<file path="src/rtl/add_serial_arb_if.sv">
// rtl/add_serial_arb_if.sv - request/operand/result bundle for the shared serial adder
interface add_serial_arb_if;
  logic [1:0] req;
  logic [7:0] a0;
  logic [7:0] b0;
  logic [7:0] a1;
  logic [7:0] b1;
  logic [1:0] grant;
  logic       busy;
  logic       done_vld;
  logic       done_id;
  logic [7:0] out;
  logic       cout;

  // Requester side: drives requests and operands, observes results.
  modport master (
    output req, a0, b0, a1, b1,
    input  grant, busy, done_vld, done_id, out, cout
  );

  // Adder side: arbitrates, computes, reports.
  modport slave (
    input  req, a0, b0, a1, b1,
    output grant, busy, done_vld, done_id, out, cout
  );
endinterface

</file>
<file path="src/rtl/add_serial_arb.sv">
// rtl/add_serial_arb.sv - two-requester arbiter sharing one bit-serial 8-bit adder
module add_serial_arb #(
  parameter int FAIR = 1
) (
  input  logic             clk,
  input  logic             rst,
  add_serial_arb_if.slave  bus
);

  localparam logic [1:0] S_IDLE = 2'd0;
  localparam logic [1:0] S_ADD  = 2'd1;
  localparam logic [1:0] S_DONE = 2'd2;

  localparam logic FAIR_EN = (FAIR != 0);

  logic [1:0] state_q, state_d;
  logic [7:0] a_q, a_d;
  logic [7:0] b_q, b_d;
  logic       carry_q, carry_d;
  logic [2:0] count_q, count_d;
  logic       ptr_q, ptr_d;
  logic [1:0] grant_q, grant_d;
  logic       done_vld_q, done_vld_d;
  logic       done_id_q, done_id_d;
  logic [7:0] out_q, out_d;
  logic       cout_q, cout_d;

  logic win;
  logic sum_bit;
  logic carry_nxt;

  // Winner select: a lone request always wins; a tie goes to the requester
  // that did not win last time (round-robin) or to requester 0 (fixed).
  always_comb begin
    win = bus.req[1];
    if (bus.req[0] && bus.req[1]) begin
      win = FAIR_EN ? ~ptr_q : 1'b0;
    end
  end

  // One full-adder slice, fed by the LSBs of the shifting operand registers.
  always_comb begin
    sum_bit   = a_q[0] ^ b_q[0] ^ carry_q;
    carry_nxt = (a_q[0] & b_q[0]) | (a_q[0] & carry_q) | (b_q[0] & carry_q);
  end

  // Next-state logic: capture in IDLE, eight shift/add steps in ADD, one
  // result-valid cycle in DONE. Results are left untouched until next capture.
  always_comb begin
    state_d    = state_q;
    a_d        = a_q;
    b_d        = b_q;
    carry_d    = carry_q;
    count_d    = count_q;
    ptr_d      = ptr_q;
    grant_d    = 2'b00;
    done_vld_d = 1'b0;
    done_id_d  = done_id_q;
    out_d      = out_q;
    cout_d     = cout_q;
    case (state_q)
      S_IDLE: begin
        if (bus.req != 2'b00) begin
          a_d       = win ? bus.a1 : bus.a0;
          b_d       = win ? bus.b1 : bus.b0;
          carry_d   = 1'b0;
          count_d   = 3'd0;
          out_d     = 8'h00;
          cout_d    = 1'b0;
          grant_d   = win ? 2'b10 : 2'b01;
          done_id_d = win;
          ptr_d     = win;
          state_d   = S_ADD;
        end
      end
      S_ADD: begin
        out_d   = {sum_bit, out_q[7:1]};
        carry_d = carry_nxt;
        a_d     = {1'b0, a_q[7:1]};
        b_d     = {1'b0, b_q[7:1]};
        count_d = count_q + 3'd1;
        if (count_q == 3'd7) begin
          state_d    = S_DONE;
          done_vld_d = 1'b1;
          cout_d     = carry_nxt;
        end
      end
      S_DONE: begin
        state_d = S_IDLE;
      end
      default: begin
        state_d = S_IDLE;
      end
    endcase
  end

  // State registers; reset aborts any operation in flight and biases the
  // first tie toward requester 0 by parking ptr on requester 1.
  always_ff @(posedge clk or negedge rst) begin
    if (!rst) begin
      state_q    <= S_IDLE;
      a_q        <= 8'h00;
      b_q        <= 8'h00;
      carry_q    <= 1'b0;
      count_q    <= 3'd0;
      ptr_q      <= 1'b1;
      grant_q    <= 2'b00;
      done_vld_q <= 1'b0;
      done_id_q  <= 1'b0;
      out_q      <= 8'h00;
      cout_q     <= 1'b0;
    end else begin
      state_q    <= state_d;
      a_q        <= a_d;
      b_q        <= b_d;
      carry_q    <= carry_d;
      count_q    <= count_d;
      ptr_q      <= ptr_d;
      grant_q    <= grant_d;
      done_vld_q <= done_vld_d;
      done_id_q  <= done_id_d;
      out_q      <= out_d;
      cout_q     <= cout_d;
    end
  end

  assign bus.grant    = grant_q;
  assign bus.busy     = (state_q != S_IDLE);
  assign bus.done_vld = done_vld_q;
  assign bus.done_id  = done_id_q;
  assign bus.out      = out_q;
  assign bus.cout     = cout_q;

endmodule
</file>
<file path="src/flat_wrapper.sv">
// flat-port wrapper written by rule: the top's interface ports become plain ports
module add_serial_arb_flat 
#(
  parameter int FAIR = 1
)
  (clk, rst, bus_req, bus_a0, bus_b0, bus_a1, bus_b1, bus_grant, bus_busy, bus_done_vld, bus_done_id, bus_out, bus_cout);
  add_serial_arb_if bus_i ();
  input  logic clk;
  input  logic rst;
  input wire logic [$bits(bus_i.req)-1:0] bus_req;
  input wire logic [$bits(bus_i.a0)-1:0] bus_a0;
  input wire logic [$bits(bus_i.b0)-1:0] bus_b0;
  input wire logic [$bits(bus_i.a1)-1:0] bus_a1;
  input wire logic [$bits(bus_i.b1)-1:0] bus_b1;
  output wire logic [$bits(bus_i.grant)-1:0] bus_grant;
  output wire logic [$bits(bus_i.busy)-1:0] bus_busy;
  output wire logic [$bits(bus_i.done_vld)-1:0] bus_done_vld;
  output wire logic [$bits(bus_i.done_id)-1:0] bus_done_id;
  output wire logic [$bits(bus_i.out)-1:0] bus_out;
  output wire logic [$bits(bus_i.cout)-1:0] bus_cout;
  assign bus_i.req = bus_req;
  assign bus_i.a0 = bus_a0;
  assign bus_i.b0 = bus_b0;
  assign bus_i.a1 = bus_a1;
  assign bus_i.b1 = bus_b1;
  assign bus_grant = bus_i.grant;
  assign bus_busy = bus_i.busy;
  assign bus_done_vld = bus_i.done_vld;
  assign bus_done_id = bus_i.done_id;
  assign bus_out = bus_i.out;
  assign bus_cout = bus_i.cout;
  add_serial_arb #(.FAIR(FAIR)) u_core (.clk(clk), .rst(rst), .bus(bus_i));
endmodule
</file>
<file path="config.mk">
export PLATFORM = sky130hd
export DESIGN_NAME = add_serial_arb_flat
export DESIGN_NICKNAME = d
export VERILOG_FILES = /design/src/rtl/add_serial_arb_if.sv /design/src/rtl/add_serial_arb.sv /design/src/flat_wrapper.sv
export SDC_FILE = /design/constraint.sdc
export NUM_CORES = 1
export LEC_CHECK = 0
export ABC_AREA = 1
export CAP_MARGIN = 20
export CORE_ASPECT_RATIO = 1.5
export CORE_MARGIN = 4
export CORE_UTILIZATION = 52
export DETAILED_ROUTE_END_ITERATION = 12
export PLACE_DENSITY = 0.95
export SKIP_LAST_GASP = 1
export SLEW_MARGIN = 0
export SYNTH_ARGS = -nofsm -noshare
export SYNTH_HDL_FRONTEND = slang
export SYNTH_SLANG_ARGS = --single-unit
</file>
<file path="constraint.sdc">
create_clock -name clk -period 2.4 [get_ports clk]
set_input_delay 0.36 -clock clk [delete_from_list [all_inputs] [get_ports clk]]
set_output_delay 0.36 -clock clk [all_outputs]
set_load 0.02 [all_outputs]
</file>
==> impl_results.md <==
* GRT Total Usage at 19.8%
* # diodes at 0
* Core Region at 3420 um^2
* Post-CTS Setup Inserts at 0
* Sw Share at 39.7%
* Hold Crit Class: input pin to async pin
* Seq/Total Area, Yosys at 48.7%
* Worst Path Buf+Inv at 2
* Slew margin rel. at 65.9%
* MaxCap Viol Count at 0
* Worst skew pair latency at approximately 0.30 ns
* Routed len/inst at ~13 um
* Final worst-path cycle share at 76.5%
* Post-synthesis instance area at 1850 um^2
* Setup crit start kind: register
* H-Tree Depth at 2
* Period minus WS final at 1.84 ns
* Total design power at approximately 2.6 mW
* I/O Buffers at 49
* Filler cells at 261
* Share of flip-flops with an asynchronous set or reset at 100%
* DRC viols at 0
* Initial Util at 54.2%
* Maximum VDD drop at between 0.001 and 0.0015 V
* Worst Path Arrival at 1.48 ns
* Critical Path, Cell by Cell: inv_1 > nand2_1 > clkdlybuf4s50_1
* Yosys cell types at 24
* Slew @ Worst Pin at 0.508 ns
* Die Wd at 56.7 um
* Initial antenna violation count at 0
* Initial DRT Pass Iterations at 5
* WHS at 0.483 ns
* Chip Height at 81.1 um
* I/O pin cnt at 50
* Final ANT Viol Nets at 0
* Worst path top cell family by delay: buffers and inverters
* Synthesis-stage register bit count at 36
* Final instance area at 2390 um^2
* Placed instance area at 2300 um^2
* # rows at 26
* Vias in the first global route at about 1600
* Critical path class: register to output port
* Total Neg Setup Slack at 0 ns
* Placer Congestion at 0.845
* Sw Pwr at 1.03 mW
* Slowest cell on crit path: clkdlybuf4s50_1
* Pin count of the biggest net entering global routing at 37
* Hpwl dp at 2960 um
* RSZ-0062 raised after global routing: no
* Via count at roughly 1600
* Synth cell count leaders: nand2_1, dfrtp_1, nand3_1
* Area share of the largest cell type after synthesis at a little under half
* Vias/cell at 5.14
* Mapped Nets at 267
* Status: complete, no violations
* Syn Area/Cell at 8.12 um^2
* Max Clock Freq at 545 MHz
* LEAKAGE at 1.19 nW
* CP endpoint kind: output port
* Power per cell area at 1090 nW/um^2
* Cell taking the most area after synthesis: dfrtp_1
* Largest cells by area after synthesis: dfrtp_1, nand2_1, nand3_1, inv_1, buf_6
* CTS tree: yes
* PnR worst setup slack at 0.564 ns
* Gate power share at 43.8%
* Die Area at 4600 um^2
* Part of the power in registers at 39.0%
* Grt total ovfl at 0
* Synth warn at 0
* Final WL at between 4000 and 5000 um
* CTS buffer count at 5
* Power Internal at 1.57 mW
* Clock Power Share at 17.3%
* NumNets Final at approximately 320
* Max Slew Vio Count at 0
* Worst path max stage delay at between 0.6 and 0.7 ns
* Clock transition at path regs at 0.07 ns
* Clock buffer depth at 2
* First-pass GRT wire length at 7000 um
* Layout cells sized above 1 at 6.14%
* Prevailing post-synth register cell: dfrtp_1
* Number of synthesized flops with an enable pin at 0
* Gate Count Post-Synth at 228
* Critical path fanouts, max at 4
* Count leader, synth: nand2_1
* Initial detailed-routing violation count at 52
* CTS Sinks at 36
* Resize count post-CTS at 0
* Setup violators final at 0
* Final Skew at 0.00483 ns
* CTS Hold Bufs at 0
* Synth-to-layout area growth at 29.2%
* Root Buffer: clkbuf_8
* Critical Path RT at roughly 2.0 ns
* Final hold vios at 0
* Setup WS pre-CTS at 0.650 ns
## metrics by stage
| stage | cells | util [%] |
|---|---|---|
| 3_5_place_dp | 311 | 67.4 |
| 6_report | 319 | 70.0 |
| 4_1_cts | 319 | 70.0 |
| 3_3_place_gp | 311 | 67.4 |
| 2_1_floorplan | 228 | - |
| 5_1_grt | 319 | 70.0 |
## flip-flops by register name (all words and copies together) (netlist names)
register,flops
u_core.ptr_q,1
u_core.b_q,8
u_core.bus.grant,2
u_core.a_q,8
u_core.carry_q,1
u_core.bus.out,8
u_core.count_q,3
u_core.state_q,2
u_core.bus.done_vld,1
u_core.bus.cout,1
u_core.bus.done_id,1
## logic make-up (layout without fill, tap and decap cells)
group / after synthesis / in the layout / share of synthesized area (%)
AOI/OAI and AO/OA: 15 / 15 / 4.46
adders and majority gates: 3 / 3 / 2.43
buffers and inverters: 34 / 83 / 10.7
DFF: 36 / 36 / 48.7
and+or+nand+nor: 140 / 140 / 33.7
## area by class of cell
cell class / count / area, um^2 / area share, %
Timing Repair Buffer: 51 / 505 / 21.1
Multi-Input combinational cell: 158 / 752 / 31.4
Inverter: 24 / 90.1 / 3.77
Sequential cell: 36 / 902 / 37.7
Tap cell: 42 / 52.6 / 2.20
Clock buffer: 8 / 90.1 / 3.77
## worst paths after layout
kind / startpoint / end / slack (ns) / cells after the start
setup / recovery: u_core.state_q[0] / bus_busy / 0.56 / 3
hold / removal: rst / u_core.bus.out[4] / 0.48 / 2
setup reg to reg: u_core.state_q[1] / u_core.b_q[5] / 0.95 / 7
hold reg to reg: u_core.b_q[1] / u_core.b_q[1] / 0.49 / 2
max in group asynchronous: rst / u_core.ptr_q / 1.58 / 2
min in group clk: u_core.b_q[1] / u_core.b_q[1] / 0.49 / 2
## metal layers
layer	track usage (%)	up-vias	wire length, um
met3	4.13	10	193
met2	35.9	38	2370
met5	0	-	0
met4	10.2	0	99
li1	-	811	-
met1	21.6	780	1580
## cell usage in the layout (no fill, tap or decap), types with 2 or more instances in the layout
master           Yosys  routed
dfrtp_1             35      35
inv_1               22      22
clkbuf_1             0       2
o21ai_1              4       4
o21ai_0              5       5
nand3_1             28      28
buf_4                1       2
nand2_2              2       2
o22ai_1              6       6
clkbuf_8             1       6
inv_2                2       2
nor2_1               8       8
nand2_1             91      91
ha_1                 2       2
clkdlybuf4s50_1      0      49
nand3b_1             6       6
## power groups by stage
stage	logic (mW)	clock network, mW	registers, mW
final	1.14	0.450	1.02
after global routing	1.29	0.478	1.04
after CTS	1.15	0.454	1.01
after detailed placement	1.14	0	1.02
after global placement	1.10	0	1.02
after floorplan	0.711	0	1.10
Note: power is estimated with default switching activity, not from simulation.
